[config.mk]
export PLATFORM = sky130hd
export DESIGN_NAME = stepgen_array
export DESIGN_NICKNAME = d
export VERILOG_FILES = /design/src/rtl/stepgen_array.sv
export SDC_FILE = /design/constraint.sdc
export NUM_CORES = 2
export LEC_CHECK = 0
export ABC_AREA = 1
export BUFFER_PORTS_ARGS = -buffer_cell sky130_fd_sc_hd__buf_2
export CAP_MARGIN = 20
export CORE_ASPECT_RATIO = 0.5
export CORE_UTILIZATION = 63
export DETAILED_ROUTE_END_ITERATION = 10
export PLACE_DENSITY_LB_ADDON = 0.3
export SLEW_MARGIN = 20
export SYNTH_ARGS = -nofsm -noshare
export SYNTH_HDL_FRONTEND = slang
export SYNTH_SLANG_ARGS = --single-unit
[constraint.sdc]
create_clock -name clk -period 3.7 [get_ports clk]
set_clock_uncertainty 0.1 [all_clocks]
set_input_delay 0.37 -clock clk [delete_from_list [all_inputs] [get_ports clk]]
set_output_delay 0.37 -clock clk [all_outputs]
set_load 0.1 [all_outputs]
[src/rtl/stepgen_array.sv]
// stepgen_array: N-channel step/dir generator.
// Each channel runs an NCO accumulator on |cmd| and a pulse FSM. The FSM enforces
// a DIR setup delay on reversal, fixed STP high/low widths and signed position
// feedback. A step request that arrives while one is already pending is dropped
// and flagged in a sticky overrun bit.
module stepgen_array #(
  parameter int CHANNELS    = 5,
  parameter int ACC_WIDTH   = 32,
  parameter int PULSE_WIDTH = 48,
  parameter int DIR_SETUP   = 96
) (
  input  logic                  clk,
  input  logic                  rst,
  input  logic                  error,
  input  logic [CHANNELS-1:0]   joint_enable,
  input  logic [CHANNELS*32-1:0] joint_freq_cmd,
  input  logic                  cmd_strobe,
  output logic [CHANNELS*32-1:0] joint_feedback,
  output logic [CHANNELS-1:0]   STP,
  output logic [CHANNELS-1:0]   DIR,
  output logic [CHANNELS-1:0]   overrun
);

  localparam int CNT_MAX = (PULSE_WIDTH > DIR_SETUP) ? PULSE_WIDTH : DIR_SETUP;
  localparam int CW      = $clog2(CNT_MAX + 1);
  localparam logic [CW-1:0] HIGH_LOAD  = CW'(PULSE_WIDTH - 1);
  // LOW is one cycle shorter than HIGH: the IDLE cycle that follows completes
  // the minimum low time, so back-to-back steps run at exactly 2*PULSE_WIDTH.
  localparam logic [CW-1:0] LOW_LOAD   = CW'(PULSE_WIDTH - 2);
  localparam logic [CW-1:0] SETUP_LOAD = CW'(DIR_SETUP - 1);

  typedef enum logic [1:0] {IDLE, SETUP, HIGH, LOW} state_t;

  for (genvar g = 0; g < CHANNELS; g++) begin : g_ch
    logic [31:0]          cmd_q;
    logic [31:0]          absv;
    logic [ACC_WIDTH-1:0] mag;
    logic [ACC_WIDTH-1:0] acc;
    logic [ACC_WIDTH-1:0] acc_sum;
    logic                 carry;
    logic                 pending;
    logic                 want_dir;
    logic                 dir_ok;
    logic                 active;
    logic                 consume;
    state_t               state;
    logic [CW-1:0]        cnt;
    logic                 stp_q;
    logic                 dir_q;
    logic                 ovr_q;
    logic [31:0]          fb;

    // Magnitude of the latched command, clamped to the accumulator range.
    always_comb begin
      absv = cmd_q[31] ? (32'd0 - cmd_q) : cmd_q;
      if (absv == 32'h8000_0000) absv = 32'h7FFF_FFFF;
      mag = ((absv >> ACC_WIDTH) != 32'd0) ? '1 : ACC_WIDTH'(absv);
    end

    // Accumulator step, requested direction and the cycle in which the FSM takes the pending request.
    always_comb begin
      {carry, acc_sum} = {1'b0, acc} + {1'b0, mag};
      want_dir = ~cmd_q[31] & (cmd_q != 32'd0);
      dir_ok   = (cmd_q == 32'd0) | (dir_q == want_dir);
      active   = joint_enable[g] & ~error;
      consume  = active & (((state == IDLE) & pending & dir_ok) |
                           ((state == SETUP) & (cnt == '0)));
    end

    // Command latch: all channels load together on the strobe.
    always_ff @(posedge clk) begin
      if (rst)             cmd_q <= '0;
      else if (cmd_strobe) cmd_q <= joint_freq_cmd[32*g +: 32];
    end

    // NCO accumulator, 1-deep pending request and sticky overrun.
    always_ff @(posedge clk) begin
      if (rst) begin
        acc     <= '0;
        pending <= 1'b0;
        ovr_q   <= 1'b0;
      end else if (!active) begin
        acc     <= '0;
        pending <= 1'b0;
      end else begin
        if (cmd_q != 32'd0) acc <= acc_sum;
        if ((cmd_q != 32'd0) && carry) begin
          pending <= 1'b1;
          if (pending && !consume) ovr_q <= 1'b1;
        end else if (consume) begin
          pending <= 1'b0;
        end
      end
    end

    // Pulse FSM: DIR setup on reversal, fixed-width STP high/low, feedback count.
    always_ff @(posedge clk) begin
      if (rst) begin
        state <= IDLE;
        cnt   <= '0;
        stp_q <= 1'b0;
        dir_q <= 1'b0;
        fb    <= '0;
      end else begin
        case (state)
          IDLE: begin
            if (active && pending) begin
              if (dir_ok) begin
                state <= HIGH;
                stp_q <= 1'b1;
                cnt   <= HIGH_LOAD;
                fb    <= dir_q ? (fb + 32'd1) : (fb - 32'd1);
              end else begin
                state <= SETUP;
                dir_q <= want_dir;
                cnt   <= SETUP_LOAD;
              end
            end
          end
          SETUP: begin
            if (!active) begin
              state <= IDLE;
            end else if (cnt == '0) begin
              state <= HIGH;
              stp_q <= 1'b1;
              cnt   <= HIGH_LOAD;
              fb    <= dir_q ? (fb + 32'd1) : (fb - 32'd1);
            end else begin
              cnt <= cnt - 1'b1;
            end
          end
          HIGH: begin
            if (cnt == '0) begin
              state <= LOW;
              stp_q <= 1'b0;
              cnt   <= LOW_LOAD;
            end else begin
              cnt <= cnt - 1'b1;
            end
          end
          LOW: begin
            if (cnt == '0) state <= IDLE;
            else           cnt   <= cnt - 1'b1;
          end
          default: state <= IDLE;
        endcase
      end
    end

    assign STP[g]                  = stp_q;
    assign DIR[g]                  = dir_q;
    assign overrun[g]              = ovr_q;
    assign joint_feedback[32*g +: 32] = fb;
  end

endmodule

## Word level (Yosys, flattened, before mapping)

Index checks and enable logic that the tools add are counted.

| storage, ports and cells | value |
|---|---|
| bits in registers | 545 |
| input bits | 169 |
| output and inout port bits | 175 |

| cells by class | value |
|---|---|
| add/subtract/negate cells | 25 |
| eq/ne operators | 65 |
| muxes and demuxes | 150 |
| bitwise operators | 56 |
| reductions and logical operators | 90 |

Operators with widths:

| cell | number |
|---|---|
| 2-to-1 mux 32 bit | 35 |
| case mux 32 bit (2 select lines) | 5 |
| 2-to-1 mux 7 bit | 30 |
| adder 32 x 32 -> 33 bit | 5 |
| adder 32 x 1 -> 32 bit (second input constant) | 5 |
| == test 32 bit (second input constant) | 5 |
| logical NOT 32 bit | 5 |
| nonzero test 32 bit | 5 |
| subtractor 1 x 32 -> 32 bit (first input constant) | 5 |
| subtractor 32 x 1 -> 32 bit (second input constant) | 5 |
| case mux 7 bit (4 select lines) | 5 |
| 2-to-1 mux 2 bit | 30 |
| != test 2 bit (second input constant) | 25 |
| AND reduction 3 bit | 15 |
| case mux 2 bit (4 select lines) | 5 |
| logical NOT 7 bit | 5 |
| 2-to-1 mux 1 bit | 35 |
| subtractor 7 x 1 -> 7 bit (second input constant) | 5 |
| AND 1 bit | 30 |
| AND reduction 6 bit | 5 |
| AND reduction 5 bit | 5 |
| == test 2 bit (second input constant) | 10 |
| != test 2 x 1 -> 1 bit (second input constant) | 10 |
| AND reduction 4 bit | 5 |
| 12 further kinds | 91 |

## Logic depth before layout (Yosys ltp)

| depth | value |
|---|---|
| word-level depth | 10 |
| gate-level depth with buffers | 26 |

## Worst setup path before layout

Ideal clock, no wire load.

| timing path | value |
|---|---|
| kind | register to register |
| start point | reg g_ch[3].cmd_q[0] |
| end point | reg g_ch[3].acc[24] |
| data arrival time | 3.087 ns |
| data required time | 3.485 ns |
| slack | 0.398 ns |
| stages on the path, launching flop included | 26 |
| path buffers | 1 |
| cells stage by stage | dfxtp_1 inv_1 ha_1 nand3_2 nor2_2 nor2_1 xor2_1 inv_1 nand3_4 buf_2 nand2_1 ha_1 inv_1 fa_1 inv_1 nand3_1 nand2_1 nand2_1 nand2_1 nand2_1 nand2_1 nand2_1 nand2_1 nor2_1 o21ai_0 inv_1 |

| on the way | value |
|---|---|
| longest elaborated chain between the ends | 5 |
| elaborated cells on any way between the ends | 6 |

Ends and longest elaborated chain:

| item | RTL line | RTL |
|---|---|---|
| from (decl) | 35 | `logic [31:0] cmd_q;` |
| from (signal assigned) | 73 | `else if (cmd_strobe) cmd_q <= joint_freq_cmd[32*g +: 32];` |
| subtractor 1 x 32 -> 32 bit | 55 | `absv = cmd_q[31] ? (32'd0 - cmd_q) : cmd_q;` |
| 2-to-1 mux 32 bit | 55 |  |
| == test 32 bit | 56 | `if (absv == 32'h8000_0000) absv = 32'h7FFF_FFFF;` |
| 2-to-1 mux 32 bit | 56 |  |
| adder 32 x 32 -> 33 bit | 62 | `{carry, acc_sum} = {1'b0, acc} + {1'b0, mag};` |
| to (signal assigned) | 86 | `if (cmd_q != 32'd0) acc <= acc_sum;` |
| to (decl) | 38 | `logic [ACC_WIDTH-1:0] acc;` |

Parallel ways exist; a longest one is shown, timed or not.
A chain may end at the register's enable or synchronous reset.

## Worst setup path after layout

| timing path | value |
|---|---|
| start point | reg g_ch[3].cmd_q[1] |
| end point | reg g_ch[3].acc[19] |

The elaborated chain is that of the path after synthesis.

==> out/metrics.cfg <==
[grt]
grt_antenna_before_repair = 12
track_usage = 0.3760
grt_max_degree = 156
gr-total-overflow = 0
grt_pass1_vias = 48530
grt_pass1_wl_mm = 237.6

[detailed_routing]
met2_wirelength_mm = 66.49
dr_wl_met3_mm = 11.38
drc = 0
viasPerCell = 5.485
ant_nets = 0
wl_mm = 150.3
dr.pass1.iters = 9
wl_met1_mm = 65.16
vias = 53210
top_layer_used = met4
wl_per_cell_microns = 15.49
drtIter0Drc = 4580

[final_layout]
seqCellArea_sq_um = 10910
finalNetCount = 9136
drive_above_1_share = 0.09227
fillers = 6462
multi_input_area_sq_um = 31400
syn2layout_area_growth_pct = 14.76

[power_and_ir_drop]
netSwitchingPower_w = 0.01320
ir_drop_mv = 0.3800
power_frac_seq = 0.248
p_leak_nw = 30.37
switching_share = 0.4770
intPower_w = 0.01447
p_comb_frac = 0.528
p_per_area_nw_per_um2 = 509.6
p_clk_frac = 0.224

[hold_path]
worst_hold_path.endpoint = g_ch[2].cmd_q[3]$_SDFFE_PP0P_
min_path_cells = 3
worstHoldStart = joint_freq_cmd[67]
hold_path_class = in -> reg

[place]
place_hpwl_mm = 109.4
portBuffers = 343
gp_congestion = 1.026
preCtsSetupSlack_ps = 7.419

[critical_path]
max_stage_delay_ps = 370
crit_arrival_ps = 4100
crit_path_max_fanout = 5
cp_num_buf_inv = 3
path_cells = inv_2 -> ha_2 -> nand3_2 -> nor2_4 -> nand2_1 -> o21ai_2 -> xor2_2 -> nor2_4 -> or2_1 -> ha_1 -> nand2_1 -> nor2_1 -> inv_1 -> nor2_1 -> nand4_1 -> nand4_1 -> nand3_1 -> nand2_1 -> inv_1
r2r_end = g_ch[3].acc[19]$_SDFFE_PP0N_
reg2reg_from = g_ch[3].cmd_q[1]$_SDFFE_PP0P_
startpoint_type = register
cp_top_family = simple AND/OR/NAND/NOR gates
crit_path_top_delay_cell = ha_1
worst-setup-path-type = reg -> reg
r2r_cells = 19
r2r_slack_ps = 70
crit_top_cell = nand2_1
worst_setup_path_end_kind = register
worstPathRequired_ps = 4170

[floorplanning]
core_area_sq_um = 73660
start_util = 0.6422
dieArea_sq_um = 76260
die_w_microns = 389.5
row_count = 70
num_io_pins = 344
die_h_microns = 195.8

[logic_synthesis]
seq_area_frac_synth = 0.2306
yosys.area.top_type = dfxtp_1
async_flop_share = 0
synthesis.nets = 8692
synth_edf_count = 0
synthesis.area_sq_um = 47310
syn_avg_cell_area_sq_um = 5.775
yosys-top-cells-count = nand2_1, inv_1, nor2_1
synth.most_common_cell = nand2_1
yosysUniqueCellTypes = 55
synth-seq-cells = 545
netlist_top_cells_area = dfxtp_1, nand2_1, inv_1
synth_cells = 8192
synthFlopType = dfxtp_1
yosysWarnings = 0
yosys.area.top_type_share = 0.2306

[sta]
hold_viol = 0
layout_worst_path_cycle_share = 0.9816
setup_viol = 0
tightest_slew_ps = 956.9
slew_headroom = 0.3614
finalWorstSetupSlack_ps = 68.19
maxSlewViolCount = 0
period_minus_slack_ps = 3632
fmax_mhz = 275.3
rsz0062_at_grt = yes
whs_ps = 43.31

[clock_network]
cts_tree = done
cts_made_buffers = 53
h-tree-depth = 2
root_buffer = clkbuf_16
clk_pin_slew_ps = 80
clock_sinks = 545
clk_path_buf_depth = 3
clk_latency_ps = 660

[status]
status = finished, final reports clean

[job]
drv_cap = 0

[cells in the final DEF (no fill, tap or decap), types with 91 or more instances in the layout]
cell,Yosys,final
nand2_1,2497,2469
inv_1,1231,1217
nor2_1,1020,989
a21oi_1,645,624
nand3_1,607,597
dfxtp_1,545,544
o21ai_0,468,454
buf_2,34,342
ha_1,321,293
dlygate4sd3_1,0,152
xor2_1,132,131
buf_4,19,91
[worst max-delay path by stage]
stage,start,end,depth (start not counted)
6_report,g_ch[3].cmd_q[1]$_SDFFE_PP0P_,g_ch[3].acc[19]$_SDFFE_PP0N_,19
5_1_grt,g_ch[0].cmd_q[5]$_SDFFE_PP0P_,g_ch[0].acc[31]$_SDFFE_PP0N_,22
2_1_floorplan,g_ch[3].cmd_q[0]$_SDFFE_PP0P_,g_ch[3].acc[24]$_SDFFE_PP0N_,25
3_5_place_dp,g_ch[2].cmd_q[0]$_SDFFE_PP0P_,g_ch[2].acc[22]$_SDFFE_PP0N_,24
4_1_cts,g_ch[2].cmd_q[0]$_SDFFE_PP0P_,g_ch[2].ovr_q$_SDFFE_PP0P_,24
3_3_place_gp,g_ch[2].cmd_q[0]$_SDFFE_PP0P_,g_ch[2].acc[30]$_SDFFE_PP0N_,24
[worst register-to-register path, delay by kind of cell (launching register included)]
family                     cells  cell delay (ps)
xor gates and xnor gates       1              260
adders and majority gates      2              580
buffers and inverters          3              280
DFF                            1              320
AOI/OAI and AO/OA              1              260
and+or+nand+nor               12             1740
[cell families (layout without fill, tap and decap cells)]
family                     count (synthesis)  count (layout)  synth area share
DFF                                      545             545            0.2306
other                                      0              12                 0
xor gates and xnor gates                 189             189           0.03499
AOI/OAI and AO/OA                       1259            1259            0.1406
adders and majority gates                331             331           0.08913
buffers and inverters                   1460            1946            0.1202
and+or+nand+nor                         4408            4411            0.3845
[area by class of cell]
type,count,area share
clock buffer,70,0.02805
sequential,545,0.2010
clock inverter,30,0.007191
tap,1008,0.02323
inverter,1253,0.08691
multi-input combinational,6190,0.5783
antenna,12,0.0005531
timing repair buffer,593,0.07474
[registers in the layout, summed over array words and instances, names as in the netlist]
signal,cells
g_ch.pending,5
g_ch.cnt,35
g_ch.dir_q,5
g_ch.acc,160
g_ch.fb,160
g_ch.ovr_q,5
g_ch.cmd_q,160
g_ch.state,10
g_ch.stp_q,5
[through the flow]
step,setup TNS (ps),instance area (sq um),std cells,total power [W],utilization
after floorplan,0,47310,8192,0.01790,-
after global placement,0,49930,9410,0.02072,0.6778
after detailed placement,0,49930,9410,0.02090,0.6778
after CTS,0,53390,9666,0.02722,0.7249
after global routing,-1543,54280,9698,0.02975,0.7369
final,0,54290,9701,0.02766,0.7370
[power by group through the flow]
stage	sequential (W)	clock, W	combinational (W)
2_1_floorplan	0.00806	0	0.00984
3_3_place_gp	0.00694	0	0.0138
3_5_place_dp	0.00695	0	0.0139
4_1_cts	0.00682	0.00622	0.0142
5_1_grt	0.00690	0.00650	0.0164
6_report	0.00685	0.00621	0.0146
[metal layers]
metal,vias up,GRT usage
li1,26910,-
met1,23750,0.4894
met2,2116,0.6204
met3,442,0.05103
met4,0,0.1694
met5,-,0
[repair_timing]
item,4_1_cts,5_1_grt
gates resized for setup,0,195
hold buffers,152,0
pin swaps,4,25
endpoints found under the hold margin,152,0
gates cloned,0,3
setup buffers,4,20
setup endpoints to repair,9,122
No activity file was read; power rests on OpenSTA's default activity.
